### src/rtl/ahb3lite_pkg.sv
// Shared AHB3-Lite encodings and small helpers for the interconnect blocks.
package ahb3lite_pkg;

  typedef enum logic [1:0] {
    IDLE   = 2'b00,
    BUSY   = 2'b01,
    NONSEQ = 2'b10,
    SEQ    = 2'b11
  } htrans_t;

  typedef enum logic [2:0] {
    SINGLE = 3'b000,
    INCR   = 3'b001,
    WRAP4  = 3'b010,
    INCR4  = 3'b011,
    WRAP8  = 3'b100,
    INCR8  = 3'b101,
    WRAP16 = 3'b110,
    INCR16 = 3'b111
  } hburst_t;

  // Remaining beats after the NONSEQ; undefined-length INCR counts as zero
  // so that it never holds the counter busy.
  function automatic logic [3:0] burst_beats(input logic [2:0] hburst);
    logic [3:0] beats;
    case (hburst)
      WRAP4,  INCR4:  beats = 4'd3;
      WRAP8,  INCR8:  beats = 4'd7;
      WRAP16, INCR16: beats = 4'd15;
      default:        beats = 4'd0;
    endcase
    return beats;
  endfunction

  // Binary index of a one-hot vector (up to 32 bits wide).
  function automatic logic [4:0] onehot2idx(input logic [31:0] oh);
    logic [4:0] idx;
    idx = '0;
    for (int i = 0; i < 32; i++) begin
      if (oh[i]) idx = idx | 5'(i);
    end
    return idx;
  endfunction

endpackage

### src/rtl/ahb3lite_interconnect_arbiter_if.sv
// Request and grant bundle between the masters' address phases and one
// slave-port arbiter.
interface ahb3lite_interconnect_arbiter_if #(
  parameter int MASTERS     = 3,
  parameter int PRI_BITS    = ($clog2(MASTERS) > 0) ? $clog2(MASTERS) : 1,
  parameter int MASTER_BITS = ($clog2(MASTERS) > 0) ? $clog2(MASTERS) : 1
);

  logic [MASTERS-1:0]               req_hsel;
  logic [MASTERS-1:0][PRI_BITS-1:0] req_priority;
  logic [MASTERS-1:0][1:0]          req_htrans;
  logic [MASTERS-1:0][2:0]          req_hburst;
  logic [MASTERS-1:0]               req_hmastlock;
  logic                             slv_HREADY;

  logic [MASTERS-1:0]               grant;
  logic [MASTER_BITS-1:0]           grant_idx;
  logic [MASTER_BITS-1:0]           grant_idx_dly;
  logic                             burst_active;
  logic                             locked;

  modport master (
    output req_hsel, req_priority, req_htrans, req_hburst, req_hmastlock, slv_HREADY,
    input  grant, grant_idx, grant_idx_dly, burst_active, locked
  );

  modport slave (
    input  req_hsel, req_priority, req_htrans, req_hburst, req_hmastlock, slv_HREADY,
    output grant, grant_idx, grant_idx_dly, burst_active, locked
  );

endinterface

### src/rtl/ahb3lite_interconnect_rr_select.sv
// Round-robin pick: first candidate after the last winner, wrapping.
// Purely combinational; shared with the master-port arbiter.
module ahb3lite_interconnect_rr_select #(
  parameter int N    = 3,
  parameter int IDXW = ($clog2(N) > 0) ? $clog2(N) : 1
) (
  input  logic [N-1:0]    cand,
  input  logic [IDXW-1:0] last,
  output logic [N-1:0]    win
);

  logic found;

  // Scan offsets 1..N from the last winner; the last winner itself is checked last.
  always_comb begin
    win   = '0;
    found = 1'b0;
    for (int o = 1; o <= N; o++) begin
      for (int j = 0; j < N; j++) begin
        if (!found && cand[j] && (j == ((int'(last) + o) % N))) begin
          win[j] = 1'b1;
          found  = 1'b1;
        end
      end
    end
  end

endmodule

### src/rtl/ahb3lite_interconnect_arbiter.sv
// Slave-port arbiter: priority first, round-robin within a level, with
// ownership changes held off during bursts and locked sequences.
module ahb3lite_interconnect_arbiter
  import ahb3lite_pkg::*;
#(
  parameter int MASTERS     = 3,
  parameter int PRI_BITS    = ($clog2(MASTERS) > 0) ? $clog2(MASTERS) : 1,
  parameter int MASTER_BITS = ($clog2(MASTERS) > 0) ? $clog2(MASTERS) : 1
) (
  input logic HCLK,
  input logic HRESET,
  ahb3lite_interconnect_arbiter_if.slave bus
);

  localparam int NLVL = 1 << PRI_BITS;

  logic [MASTERS-1:0]     grant_q;
  logic [MASTER_BITS-1:0] grant_idx_q;
  logic [MASTER_BITS-1:0] grant_idx_dly_q;
  logic [3:0]             cnt;
  logic                   locked_q;
  logic [MASTER_BITS-1:0] last_q [NLVL];

  logic                   sel_g;
  logic [1:0]             trans_g;
  logic [2:0]             burst_g;
  logic                   lock_g;
  logic                   accept;
  logic                   can_switch;

  logic [PRI_BITS-1:0]    lvl;
  logic [MASTERS-1:0]     cand;
  logic [MASTERS-1:0]     winner;
  logic [MASTERS-1:0]     next_grant;
  logic [MASTER_BITS-1:0] next_idx;

  assign sel_g   = bus.req_hsel[grant_idx_q];
  assign trans_g = bus.req_htrans[grant_idx_q];
  assign burst_g = bus.req_hburst[grant_idx_q];
  assign lock_g  = bus.req_hmastlock[grant_idx_q];

  assign accept = bus.slv_HREADY && sel_g && ((trans_g == NONSEQ) || (trans_g == SEQ));

  // SEQ/BUSY from the owner never releases the port, even for undefined INCR.
  assign can_switch = !sel_g || (trans_g == IDLE) ||
                      ((trans_g == NONSEQ) && (cnt == 4'd0) && !locked_q && !lock_g);

  // Highest requested priority level and the masters sitting at it.
  always_comb begin
    lvl  = '0;
    cand = '0;
    for (int m = 0; m < MASTERS; m++) begin
      if (bus.req_hsel[m] && (bus.req_priority[m] > lvl)) lvl = bus.req_priority[m];
    end
    for (int m = 0; m < MASTERS; m++) begin
      cand[m] = bus.req_hsel[m] && (bus.req_priority[m] == lvl);
    end
  end

  ahb3lite_interconnect_rr_select #(
    .N    (MASTERS),
    .IDXW (MASTER_BITS)
  ) u_rr_select (
    .cand (cand),
    .last (last_q[lvl]),
    .win  (winner)
  );

  // With no requester the port parks on its current owner.
  always_comb begin
    next_grant = (cand != '0) ? winner : grant_q;
    next_idx   = MASTER_BITS'(onehot2idx(32'(next_grant)));
  end

  // Grant, beat counter, lock tracking and round-robin history; all frozen while HREADY is low.
  always_ff @(posedge HCLK or posedge HRESET) begin
    if (HRESET) begin
      grant_q         <= MASTERS'(1);
      grant_idx_q     <= '0;
      grant_idx_dly_q <= '0;
      cnt             <= '0;
      locked_q        <= 1'b0;
      for (int l = 0; l < NLVL; l++) last_q[l] <= '0;
    end else if (bus.slv_HREADY) begin
      grant_idx_dly_q <= grant_idx_q;

      if (!sel_g)                                           cnt <= '0;
      else if (accept && (trans_g == NONSEQ))               cnt <= burst_beats(burst_g);
      else if (accept && (trans_g == SEQ) && (cnt != 4'd0)) cnt <= cnt - 4'd1;

      if (accept && lock_g)        locked_q <= 1'b1;
      else if (!lock_g || !sel_g)  locked_q <= 1'b0;

      if (can_switch) begin
        grant_q     <= next_grant;
        grant_idx_q <= next_idx;
        if (cand != '0) last_q[lvl] <= next_idx;
      end
    end
  end

  assign bus.grant         = grant_q;
  assign bus.grant_idx     = grant_idx_q;
  assign bus.grant_idx_dly = grant_idx_dly_q;
  assign bus.burst_active  = (cnt != 4'd0);
  assign bus.locked        = locked_q;

endmodule
### src/flat_wrapper.sv
// flat-port wrapper written by rule: the top's interface ports become plain ports
module ahb3lite_interconnect_arbiter_flat import ahb3lite_pkg::*;
#(
  parameter int MASTERS     = 3,
  parameter int PRI_BITS    = ($clog2(MASTERS) > 0) ? $clog2(MASTERS) : 1,
  parameter int MASTER_BITS = ($clog2(MASTERS) > 0) ? $clog2(MASTERS) : 1
)
  (HCLK, HRESET, bus_req_hsel, bus_req_priority, bus_req_htrans, bus_req_hburst, bus_req_hmastlock, bus_slv_HREADY, bus_grant, bus_grant_idx, bus_grant_idx_dly, bus_burst_active, bus_locked);
  ahb3lite_interconnect_arbiter_if #(.MASTERS(MASTERS), .PRI_BITS(PRI_BITS), .MASTER_BITS(MASTER_BITS)) bus_i ();
  input logic HCLK;
  input logic HRESET;
  input wire logic [$bits(bus_i.req_hsel)-1:0] bus_req_hsel;
  input wire logic [$bits(bus_i.req_priority)-1:0] bus_req_priority;
  input wire logic [$bits(bus_i.req_htrans)-1:0] bus_req_htrans;
  input wire logic [$bits(bus_i.req_hburst)-1:0] bus_req_hburst;
  input wire logic [$bits(bus_i.req_hmastlock)-1:0] bus_req_hmastlock;
  input wire logic [$bits(bus_i.slv_HREADY)-1:0] bus_slv_HREADY;
  output wire logic [$bits(bus_i.grant)-1:0] bus_grant;
  output wire logic [$bits(bus_i.grant_idx)-1:0] bus_grant_idx;
  output wire logic [$bits(bus_i.grant_idx_dly)-1:0] bus_grant_idx_dly;
  output wire logic [$bits(bus_i.burst_active)-1:0] bus_burst_active;
  output wire logic [$bits(bus_i.locked)-1:0] bus_locked;
  assign bus_i.req_hsel = bus_req_hsel;
  assign bus_i.req_priority = bus_req_priority;
  assign bus_i.req_htrans = bus_req_htrans;
  assign bus_i.req_hburst = bus_req_hburst;
  assign bus_i.req_hmastlock = bus_req_hmastlock;
  assign bus_i.slv_HREADY = bus_slv_HREADY;
  assign bus_grant = bus_i.grant;
  assign bus_grant_idx = bus_i.grant_idx;
  assign bus_grant_idx_dly = bus_i.grant_idx_dly;
  assign bus_burst_active = bus_i.burst_active;
  assign bus_locked = bus_i.locked;
  ahb3lite_interconnect_arbiter #(.MASTERS(MASTERS), .PRI_BITS(PRI_BITS), .MASTER_BITS(MASTER_BITS)) u_core (.HCLK(HCLK), .HRESET(HRESET), .bus(bus_i));
endmodule
### config.mk
export PLATFORM = sky130hd
export DESIGN_NAME = ahb3lite_interconnect_arbiter_flat
export DESIGN_NICKNAME = d
export VERILOG_FILES = /design/src/rtl/ahb3lite_pkg.sv /design/src/rtl/ahb3lite_interconnect_arbiter_if.sv /design/src/rtl/ahb3lite_interconnect_rr_select.sv /design/src/rtl/ahb3lite_interconnect_arbiter.sv /design/src/flat_wrapper.sv
export SDC_FILE = /design/constraint.sdc
export NUM_CORES = 1
export LEC_CHECK = 0
export CORE_MARGIN = 8
export CORE_UTILIZATION = 35
export CTS_CLUSTER_DIAMETER = 80
export DETAILED_ROUTE_END_ITERATION = 8
export PLACE_DENSITY = 0.68
export SYNTH_ARGS = -nofsm -noshare
export SYNTH_HDL_FRONTEND = slang
export SYNTH_SLANG_ARGS = --single-unit
export TNS_END_PERCENT = 1
### constraint.sdc
create_clock -name HCLK -period 2.9 [get_ports HCLK]
set_clock_uncertainty 0.05 [all_clocks]
set_input_delay 0.58 -clock HCLK [delete_from_list [all_inputs] [get_ports HCLK]]
set_output_delay 0.58 -clock HCLK [all_outputs]
set_load 0.02 [all_outputs]
# Yosys cells after proc, flatten, opt, wreduce, memory -nomap -nowiden
# Index checks and enable logic that the tools add are counted.
# totals
reg_bits,20
inputBits,30
output_inout_bits,9
wordCells,147
# classes
add_sub_neg,4
div_mod_pow,3
order_cmp,6
n_eq_ne,18
mux,42
n_bitwise,1
reduce_logical,63
# ops
operator,n
$eq A2 B32 Y1 const A,3
$eq A3 B32 Y1 const A,3
$logic_not A32 Y1,3
$mod A32 B3 Y32 const B,3
$logic_and A1 B1 Y1,33
$mux W1,21
$mux W2,8
$eq A3 B3 Y1 const B,4
$mux W4,3
$pmux W4 S3,1
$logic_not A1 Y1,11
$bmux W2 S2,2
$bwmux W8,1
$add A2 B2 Y3 const B,2
$bmux W3 S2,1
$eq A2 B2 Y1,3
$eq A3 B2 Y1 const B,2
$mux W3,2
$reduce_and A2 Y1,3
$reduce_or A2 Y1,3
$bmux W1 S2,2
$demux W2 S2,1
$eq A2 B2 Y1 const B,2
$gt A2 B2 Y1,2
other kinds (15),18

# Longest topological paths before layout
# Gate-level depths: netlist of the first run.
# depth
word_depth,54
mapped_depth,18
ltp_nobuf,18

# Cells and area by module
# A second synthesis of the first run with hierarchy kept.
# unflattened
cells_unflattened,168
hier_area_um2,1587.8
# modules_own_cells
mod,n_inst,cells_each,area_per_inst_um2,seq_area_each_um2
ahb3lite_interconnect_arbiter,1,152,1473.9,451.7
ahb3lite_interconnect_rr_select,1,16,113.9,0.0

# Worst setup path after synthesis of the first run
# Ideal clock, no wire load.
# synth_timing
path_type,input to register
start,input port bus_req_priority[0]
end,register u_core.last_q[0] (netlist bit)
setup_ps,125
t_arrival_ps,4167
t_required_ps,2725
setup_slack_ps,-1442
path_stages,16
path_buffers,0
cell_sequence,nand2_1 -> inv_1 -> ha_1 -> a21boi_4 -> o21ai_4 -> mux2i_2 -> ha_1 -> nor2b_4 -> o21a_2 -> o21ai_1 -> mux2_2 -> ha_1 -> nor3_1 -> a21oi_1 -> and3_4 -> mux2_2
# synth_via
elab_chain_cells,50
elab_cells_between_ends,76
classes_between,add/sub (3); div (3); order compare (5); eq/ne (8); mux (22); bitwise (1); reduce/logical (34)
# synth_lines
item,line,rtl
from (decl),flat_wrapper.sv:13,input wire logic [$bits(bus_i.req_priority)-1:0] bus_req_priority;
$gt A2 B1 Y1,ahb3lite_interconnect_arbiter.sv:53,if (bus.req_hsel[m] && (bus.req_priority[m] > lvl)) lvl = bus.req_priority[m];
$logic_and A1 B1 Y1,ahb3lite_interconnect_arbiter.sv:53,
$mux W2,ahb3lite_interconnect_arbiter.sv:53,
$gt A2 B2 Y1,ahb3lite_interconnect_arbiter.sv:53,
$logic_and A1 B1 Y1,ahb3lite_interconnect_arbiter.sv:53,
$mux W2,ahb3lite_interconnect_arbiter.sv:53,
$gt A2 B2 Y1,ahb3lite_interconnect_arbiter.sv:53,
$logic_and A1 B1 Y1,ahb3lite_interconnect_arbiter.sv:53,
[... 33 more ...],-,
$mux W1,ahb3lite_interconnect_rr_select.sv:20,if (!found && cand[j] && (j == ((int'(last) + o) % N))) begin
$logic_not A1 Y1,ahb3lite_interconnect_rr_select.sv:20,
$logic_and A1 B1 Y1 (2 in a row),ahb3lite_interconnect_rr_select.sv:20,
$mux W1,ahb3lite_interconnect_rr_select.sv:20,
$mux W3,ahb3lite_interconnect_arbiter.sv:71,next_grant = (cand != '0) ? winner : grant_q;
$mux W1,ahb3lite_pkg.sv:40,if (oh[i]) idx = idx | 5'(i);
$mux W2,ahb3lite_pkg.sv:40,
$bwmux W8,ahb3lite_interconnect_arbiter.sv:97,if (cand != '0) last_q[lvl] <= next_idx;
"to (signal, indexed assignment)",ahb3lite_interconnect_arbiter.sv:97,
to (decl),ahb3lite_interconnect_arbiter.sv:22,logic [MASTER_BITS-1:0] last_q [NLVL];
# Parallel ways exist; a longest one is shown, timed or not. The select of a mux whose other input is x is not followed.
# A chain may end at the register's enable or synchronous reset.

# Worst setup path after layout of the first run
# layout_timing
start,input port bus_req_hsel[0]
end,register u_core.last_q[0] (netlist bit)
# layout_via
elab_chain_cells,49
elab_cells_between_ends,80
classes_between,add/sub (3); div (3); order compare (4); eq/ne (8); mux (24); bitwise (1); reduce/logical (37)
# layout_lines
item,line,rtl
from (decl),flat_wrapper.sv:12,input wire logic [$bits(bus_i.req_hsel)-1:0] bus_req_hsel;
$logic_and A1 B1 Y1,ahb3lite_interconnect_arbiter.sv:53,
$mux W2,ahb3lite_interconnect_arbiter.sv:53,
$gt A2 B2 Y1,ahb3lite_interconnect_arbiter.sv:53,
$logic_and A1 B1 Y1,ahb3lite_interconnect_arbiter.sv:53,
$mux W2,ahb3lite_interconnect_arbiter.sv:53,
$gt A2 B2 Y1,ahb3lite_interconnect_arbiter.sv:53,
$logic_and A1 B1 Y1,ahb3lite_interconnect_arbiter.sv:53,
$mux W2,ahb3lite_interconnect_arbiter.sv:53,
[... 32 more ...],-,
$mux W1,ahb3lite_interconnect_rr_select.sv:20,
$logic_not A1 Y1,ahb3lite_interconnect_rr_select.sv:20,
$logic_and A1 B1 Y1 (2 in a row),ahb3lite_interconnect_rr_select.sv:20,
$mux W1,ahb3lite_interconnect_rr_select.sv:20,
$mux W3,ahb3lite_interconnect_arbiter.sv:71,
$mux W1,ahb3lite_pkg.sv:40,
$mux W2,ahb3lite_pkg.sv:40,
$bwmux W8,ahb3lite_interconnect_arbiter.sv:97,
# Parallel ways exist; a longest one is shown, timed or not. The select of a mux whose other input is x is not followed.

==> results of run 1 <==
[routing by layer]
metal / up-vias / share of wire (%) / wire, um
li1: 827 / - / -
met1: 785 / 43 / 2140
met2: 44 / 51 / 2540
met3: 8 / 4.4 / 217
met4: 0 / 1.8 / 89
met5: - / 0 / 0
[sequential cells by signal (all words and copies together) (netlist names)]
name	cells
u_core.bus.locked	1
u_core.last_q	8
u_core.cnt	4
u_core.bus.grant_idx_dly	2
u_core.bus.grant	1
u_core.bus.grant_idx	2
[how the worst max path moves through the flow]
stage	endpoint	start	cells after the start
after floorplan	u_core.last_q[0]$_DFFE_PP0P_	bus_req_priority[1]	16
after global placement	u_core.last_q[0]$_DFFE_PP0P_	bus_req_hsel[0]	19
final	u_core.last_q[0]$_DFFE_PP0P_	bus_req_hsel[0]	19
after detailed placement	u_core.last_q[0]$_DFFE_PP0P_	bus_req_hsel[0]	19
after global routing	u_core.last_q[4]$_DFFE_PP0P_	bus_req_hsel[0]	19
after CTS	u_core.last_q[0]$_DFFE_PP0P_	bus_req_hsel[0]	19
[power by group]
part	total, W	switching, W	internal, W	leakage (nW)
logic	0.00130	0.000624	0.000678	0.923
clock network	0.000173	0.0000756	0.0000973	0.0228
registers	0.000465	0.000110	0.000355	0.238
[layout by cell type, fill, tap and decap left out, drive strengths merged, types with 4 or more instances in the layout]
| cell type | Yosys | routed |
|---|---|---|
| nor2b | 5 | 5 |
| a21oi | 11 | 11 |
| nand2 | 16 | 16 |
| o2bb2ai | 4 | 4 |
| clkbuf | 2 | 4 |
| mux2 | 11 | 11 |
| ha | 7 | 7 |
| buf | 5 | 53 |
| nor3 | 5 | 5 |
| inv | 14 | 14 |
| dfrtp | 17 | 17 |
| clkdlybuf4s50 | 0 | 29 |
| nor2 | 10 | 10 |
| o311ai | 5 | 5 |
| o211ai | 5 | 5 |
| o21ai | 10 | 10 |
| mux2i | 13 | 13 |
[cells in the mapped netlist, types with 3 or more instances]
cell type | n | share of area [%]
ha_1 | 7 | 4.9
nor3_1 | 3 | 0.84
nand2_1 | 16 | 3.4
o21ai_1 | 4 | 1.1
dfrtp_1 | 17 | 24
a31oi_1 | 3 | 1.1
xnor2_1 | 3 | 1.5
a21oi_1 | 10 | 2.8
nor2b_4 | 3 | 2.3
mux2_2 | 8 | 5.1
nand3_1 | 3 | 0.84
nor2_1 | 10 | 2.1
inv_1 | 12 | 2.5
o211ai_1 | 5 | 2.1
mux2i_1 | 12 | 6.7
o2bb2ai_1 | 3 | 1.5
o21ai_0 | 4 | 1.1
[cell type report]
| cell class | count | area (um2) |
|---|---|---|
| fillers | 466 | 2290 |
| clock buffers | 4 | 45.0 |
| flip-flops and latches | 18 | 452 |
| multi-input cells | 139 | 1370 |
| inverters | 14 | 52.6 |
| repair buffers | 84 | 713 |
| well taps | 70 | 87.6 |
[kinds of logic after synthesis]
kind of cell    Yosys count  share of synthesized area (%)
flops                    18                           25.4
mux                      24                           14.7
fa+ha+maj                 7                           4.92
compound gates           59                           31.3
xor+xnor                  4                           1.97
buf+inv                  21                           7.23
simple gates             45                           14.6
[through the flow]
step                instances  total power, W
CTS                       328         0.00192
global route              329         0.00207
finish                    329         0.00194
floorplan                 178         0.00124
detailed placement        319         0.00164
global placement          319         0.00161
[timing repair]
action / 4_1_cts / 5_1_grt
setup endpoints to repair: 11 / 11
endpoints found under the hold margin: 0 / 0
resized for setup: 37 / 3
cloned: 0 / 0
setup buffers: 6 / 1
pin swaps: 13 / 7
[worst max-delay path, cell delays in order]
cell and delay, ps:
buf_8 100, nand2_4 70, ha_4 200, nor2b_4 130, o21ai_4 220, mux2i_4 290, ha_4 240, nor2b_4 140
o211a_1 250, a21oi_4 220, mux2i_1 220, mux2i_1 110, buf_4 150, ha_4 240, nor3_4 130, buf_4 140
a21oi_2 30, and3_4 170, mux2_4 260
==> summary.txt, run 1 <==
Pwr
  • Cell area power density: 713 mW/mm2
  • Static Leak: between 1 and 1.5 nW
  • VDD IR max: 0.000313 V

GRT
  • Overall routing resource usage: 13.3%
  • M3 GR Usage: 2.92%
  • Largest net degree at the start of global routing: 19
  • Number of global-route vias before repair: roughly 1,800
  • Global-route wire length before repair: 8250 um
  • Most Used Layer, Global Route: met2
  • Total gr overflow: 0
  • GR Util met2: 24.4%
  • Met1 usage: ~15%
  • Initial antenna violation count: 0

Routing
  • Via count: 1,664
  • ANT nets after route: 0
  • 1st-pass router iterations: 4
  • Via density: roughly 5
  • Routed len/inst: 15.2 um
  • Remaining DRCs: 0
  • Total Routed Length: 4990 um
  • Initial DRC Count: 69

Floorplanning
  • Die footprint: 0.00763 mm2
  • Die width: 87.4 um
  • Core outline area: roughly 0.005 mm2
  • # IOs: 39
  • Std-Cell Rows: 26
  • Die height: 87.4 um
  • Initial cell density of the core: a little over a third

Worst setup path
  • CP max FO: 5
  • RR Endpoint: u_core.last_q[1]$_DFFE_PP0P_
  • R2R setup slack: 410 ps
  • Critical setup path kind: input port to flop
  • Worst Path Required: around 3000 ps
  • RR Startpoint: u_core.bus.grant_idx[1]$_DFFE_PP0P_
  • Crit path arrival time: 3890 ps
  • R2R cell count: 7
  • Worst setup SP type: input port
  • Setup crit end kind: flop

Placement
  • Detailed Place HPWL: a little under 4000 um
  • Worst setup slack after placement: -1780 ps
  • Placer Congestion: 0.889
  • Post-Place Cell Area: 0.00255 mm2
  • IO Port Bufs: 35

Timing
  • Final Hold Vio Count: 0
  • Final WS setup: -916 ps
  • Final period util: 132%
  • Headroom to the max-slew limit: between 50% and 60%
  • Final setup vio count: 11
  • Worst-Margin Slew: approximately 680 ps
  • Fmax: 0.262 GHz
  • Fin crit period: 3820 ps
  • RSZ-0062 raised after global routing: true
  • Max-slew violation count: 0
  • Final hold slack: around 460 ps
  • Final setup TNS: -9560 ps

Cells and area
  • Cell area after layout: 0.00272 mm2
  • Area delta synth->final: 52.7%
  • Share of cells above drive strength 1: 44.0%
  • Antenna cells: 0
  • Layout net count: a little under 300
  • Final core occ: 54.3%

Yosys
  • Post-synth cell types: 61
  • Synthesized area: roughly 0.0018 mm2
  • Post-synthesis sequential element count: 18
  • Post-synthesis cell count: 178
  • Warnings, synthesis: 0
  • Number of flops mapped to enable cells by yosys: 0
  • Register area share after synthesis: 25.4%
  • Top_reg_cell synth: dfrtp_1
  • Avg Synthesized Cell Area: roughly 10 um2
  • Syn nets: 215
  • Async SR Flop Fraction: 100%

Min path
  • Hold EP: u_core.bus.grant_idx_dly[1]$_DFFE_PP0P_
  • Min-delay src: u_core.bus.grant_idx_dly[1]$_DFFE_PP0P_
  • Hold Path Depth: 1
  • Hold Path Class: flop to flop

Clock network
  • CTS Hold Bufs: 0
  • Clock slew at reported path FFs: approximately 60 ps
  • H-tree levels: 1
  • Clock sink count: 18
  • CTS Root Cell: clkbuf_8
  • Cts bufs inserted: 3
  • Clk Latency, worst-skew pair: roughly 250 ps
  • CTS tree: built
  • Clk buf depth: 2

Job
  • Total of max-cap violations: 0

Run status
  • Failing checks: setup timing
  • Status: finished, violations left
(Power assumes the default switching activity.)
==> run 2, diff against run 1 <==
--- a/config.mk
+++ b/config.mk
@@ -8,6 +8,7 @@
 export CORE_MARGIN = 8
 export CORE_UTILIZATION = 35
 export CTS_CLUSTER_DIAMETER = 80
+export CTS_CLUSTER_SIZE = 20
 export DETAILED_ROUTE_END_ITERATION = 8
 export PLACE_DENSITY = 0.68
 export SYNTH_ARGS = -nofsm -noshare
==> results of run 2 <==
The final DEF is identical to that of run 1; final timing and power are the same.
==> run 3, diff against run 2 <==
--- a/config.mk
+++ b/config.mk
@@ -10,7 +10,7 @@
 export CTS_CLUSTER_DIAMETER = 80
 export CTS_CLUSTER_SIZE = 20
 export DETAILED_ROUTE_END_ITERATION = 8
-export PLACE_DENSITY = 0.68
+export PLACE_DENSITY = 0.7
 export SYNTH_ARGS = -nofsm -noshare
 export SYNTH_HDL_FRONTEND = slang
 export SYNTH_SLANG_ARGS = --single-unit
==> run 3 against run 2 <==
Effect of this change:
- final area up 1.6%
- largest cell class unchanged
- final cell count rose by 1.5%
- non-clock buffer count is 5 higher
- via count grew 2.0%
- the run still ends with setup timing left
- hold slack better by 1.5 ps
- combinational power is essentially flat
==> summary.txt, run 3 (same netlist as run 1, synthesis figures left out) <==
Placement
  • Post-Place Cell Area: 0.00254 mm2
  • Placer Congestion: 0.954
  • Worst setup slack after placement: -1770 ps
  • Detailed Place HPWL: 3940 um
  • IO Port Bufs: 35

Timing
  • Headroom to the max-slew limit: 54.2%
  • Final period util: 132%
  • Final WS setup: -919 ps
  • Final Hold Vio Count: 0
  • Fmax: between 0.2 and 0.3 GHz
  • Worst-Margin Slew: 686 ps
  • Max-slew violation count: 0
  • Final setup vio count: 11
  • RSZ-0062 raised after global routing: true
  • Fin crit period: around 3800 ps
  • Final hold slack: 458 ps

Worst setup path
  • Setup crit end kind: flop
  • CP Cell Sequence: buf_8 > nand2_4 > ha_4 > nor2b_4 > o21ai_4 > mux2i_4 > ha_4 > nor2b_4 > buf_4 > o211ai_1 > o21ai_4 > mux2_4 > ha_4 > nor3_4 > buf_4 > a21oi_2 > and3_4 > mux2_4
  • Critical setup path kind: input port to flop
  • Delay-heaviest family, CP: multiplexers
  • Worst setup SP type: input port
  • CP max-delay cell: mux2_4
  • Worst Path Required: 2990 ps
  • Most common cell on crit path: ha_4
  • CP max stage delay: between 300 and 400 ps
  • Worst Path Buf+Inv: 3
  • CP max FO: 5
  • Crit path arrival time: around 3900 ps
  • R2R setup slack: 470 ps

Routing
  • Remaining DRCs: 0
  • Routed len/inst: 15.2 um
  • ANT nets after route: 0
  • 1st-pass router iterations: 4
  • Via density: 5.08
  • Via count: 1,697
  • Initial DRC Count: 132
  • Total Routed Length: 5070 um

GRT
  • GR Util met2: 25.6%
  • Overall routing resource usage: 13.6%
  • Most Used Layer, Global Route: met2
  • Initial antenna violation count: 0
  • Global-route wire length before repair: 8400 um
  • Number of global-route vias before repair: 1,817
  • Total gr overflow: 0
  • M3 GR Usage: between 2 and 2.5%
  • Largest net degree at the start of global routing: 19
  • Met1 usage: roughly 15%

Floorplanning
  • Die height: 87.4 um
  • Std-Cell Rows: 26
  • Core outline area: roughly 0.005 mm2
  • # IOs: 39
  • Initial cell density of the core: 35.6%
  • Die footprint: around 0.0076 mm2
  • Die width: 87.4 um

Cells and area
  • Fill cells: 448
  • Layout net count: 302
  • Multi-input gate area: 0.00137 mm2
  • Biggest regs: u_core.last_q: 8 flops, u_core.cnt: 4 flops
  • Share of cells above drive strength 1: 44.7%
  • Top reg by flops: u_core.last_q
  • Final core occ: 55.2%
  • Max reg flops: 8
  • Area delta synth->final: 55.1%
  • Commonest non-fill, non-tap cell in the layout: buf_4
  • Storage cell area: 452 um2
  • Cell area after layout: 0.00276 mm2
  • Most frequent cells in the layout: buf_4 (53), clkdlybuf4s50_1 (29), dfrtp_1 (17), nand2_1 (13), mux2i_1 (11)
  • Antenna cells: 0

Clock network
  • CTS tree: built
  • Clk buf depth: 2
  • Clk Latency, worst-skew pair: approximately 260 ps
  • Clock sink count: 18
  • CTS Root Cell: clkbuf_8
  • Cts bufs inserted: 3
  • H-tree levels: 1
  • Clock slew at reported path FFs: 70 ps
  • CTS Hold Bufs: 0

Pwr
  • Static Leak: ~1.2 nW
  • Cell area power density: roughly 700 mW/mm2
  • Total power: 0.00194 W
  • VDD IR max: 0.000298 V

Run status
  • Failing checks: setup timing
  • Status: finished, violations left

Job
  • Total of max-cap violations: 0

Min path
  • Hold Path Class: flop to flop
-- run 3: cell types whose count changed in the layout (fill, tap and decap cells not counted), sizes merged --
| cell | previous run | this run |
|---|---|---|
| buf | 53 | 58 |
-- run 3: final timing paths --
| kind | start | end | depth (start not counted) |
|---|---|---|---|
| worst max-delay path | bus_req_priority[1] | u_core.last_q[2]$_DFFE_PP0P_ | 18 |
| worst min-delay path | u_core.bus.grant_idx_dly[1]$_DFFE_PP0P_ | u_core.bus.grant_idx_dly[1]$_DFFE_PP0P_ | 1 |
| worst max register to register | u_core.bus.grant_idx[1]$_DFFE_PP0P_ | u_core.last_q[5]$_DFFE_PP0P_ | 7 |
| worst min register to register | u_core.bus.grant_idx_dly[1]$_DFFE_PP0P_ | u_core.bus.grant_idx_dly[1]$_DFFE_PP0P_ | 1 |
| max in group asynchronous | HRESET | u_core.bus.grant_idx[1]$_DFFE_PP0P_ | 2 |
| min in group asynchronous | HRESET | u_core.bus.grant_idx_dly[1]$_DFFE_PP0P_ | 2 |
-- run 3: worst register-to-register path: cells and delay by family (launching register included) --
family	cells	cell delay, ps
DFF	1	690
AOI/OAI and AO/OA	3	690
muxes	2	620
and+or+nand+nor	2	260
-- run 3: where the power goes --
group	leakage, nW	total, W	internal (W)	switching (W)
clock network	0.0228	0.000180	0.0000977	0.0000824
logic	0.948	0.00132	0.000683	0.000634
registers	0.238	0.000447	0.000356	0.0000910
total	1.21	0.00194	0.00114	0.000808
-- run 3: final cells by class --
cell class                 count  share of cell area, %
inverter                      14                   1.90
multi-input combinational    139                   49.5
sequential                    18                   16.3
timing repair buffer          89                   27.4
tap                           70                   3.17
clock buffer                   4                   1.63
-- run 3: repair_timing --
item	CTS	global route
resized for setup	37	4
setup endpoints to repair	11	11
pin swaps	17	9
buffers inserted	13	1
-- run 3: layer usage --
layer,up-vias,routed length [um]
li1,837,-
met1,821,2130
met2,35,2700
met3,4,217
met4,0,30
met5,-,0
-- run 3: stage by stage --
step	cells	setup TNS (ps)
floorplan	178	-11200
global placement	317	-17970
detailed placement	317	-19030
CTS	333	-9530
global route	334	-11220
finish	334	-9240
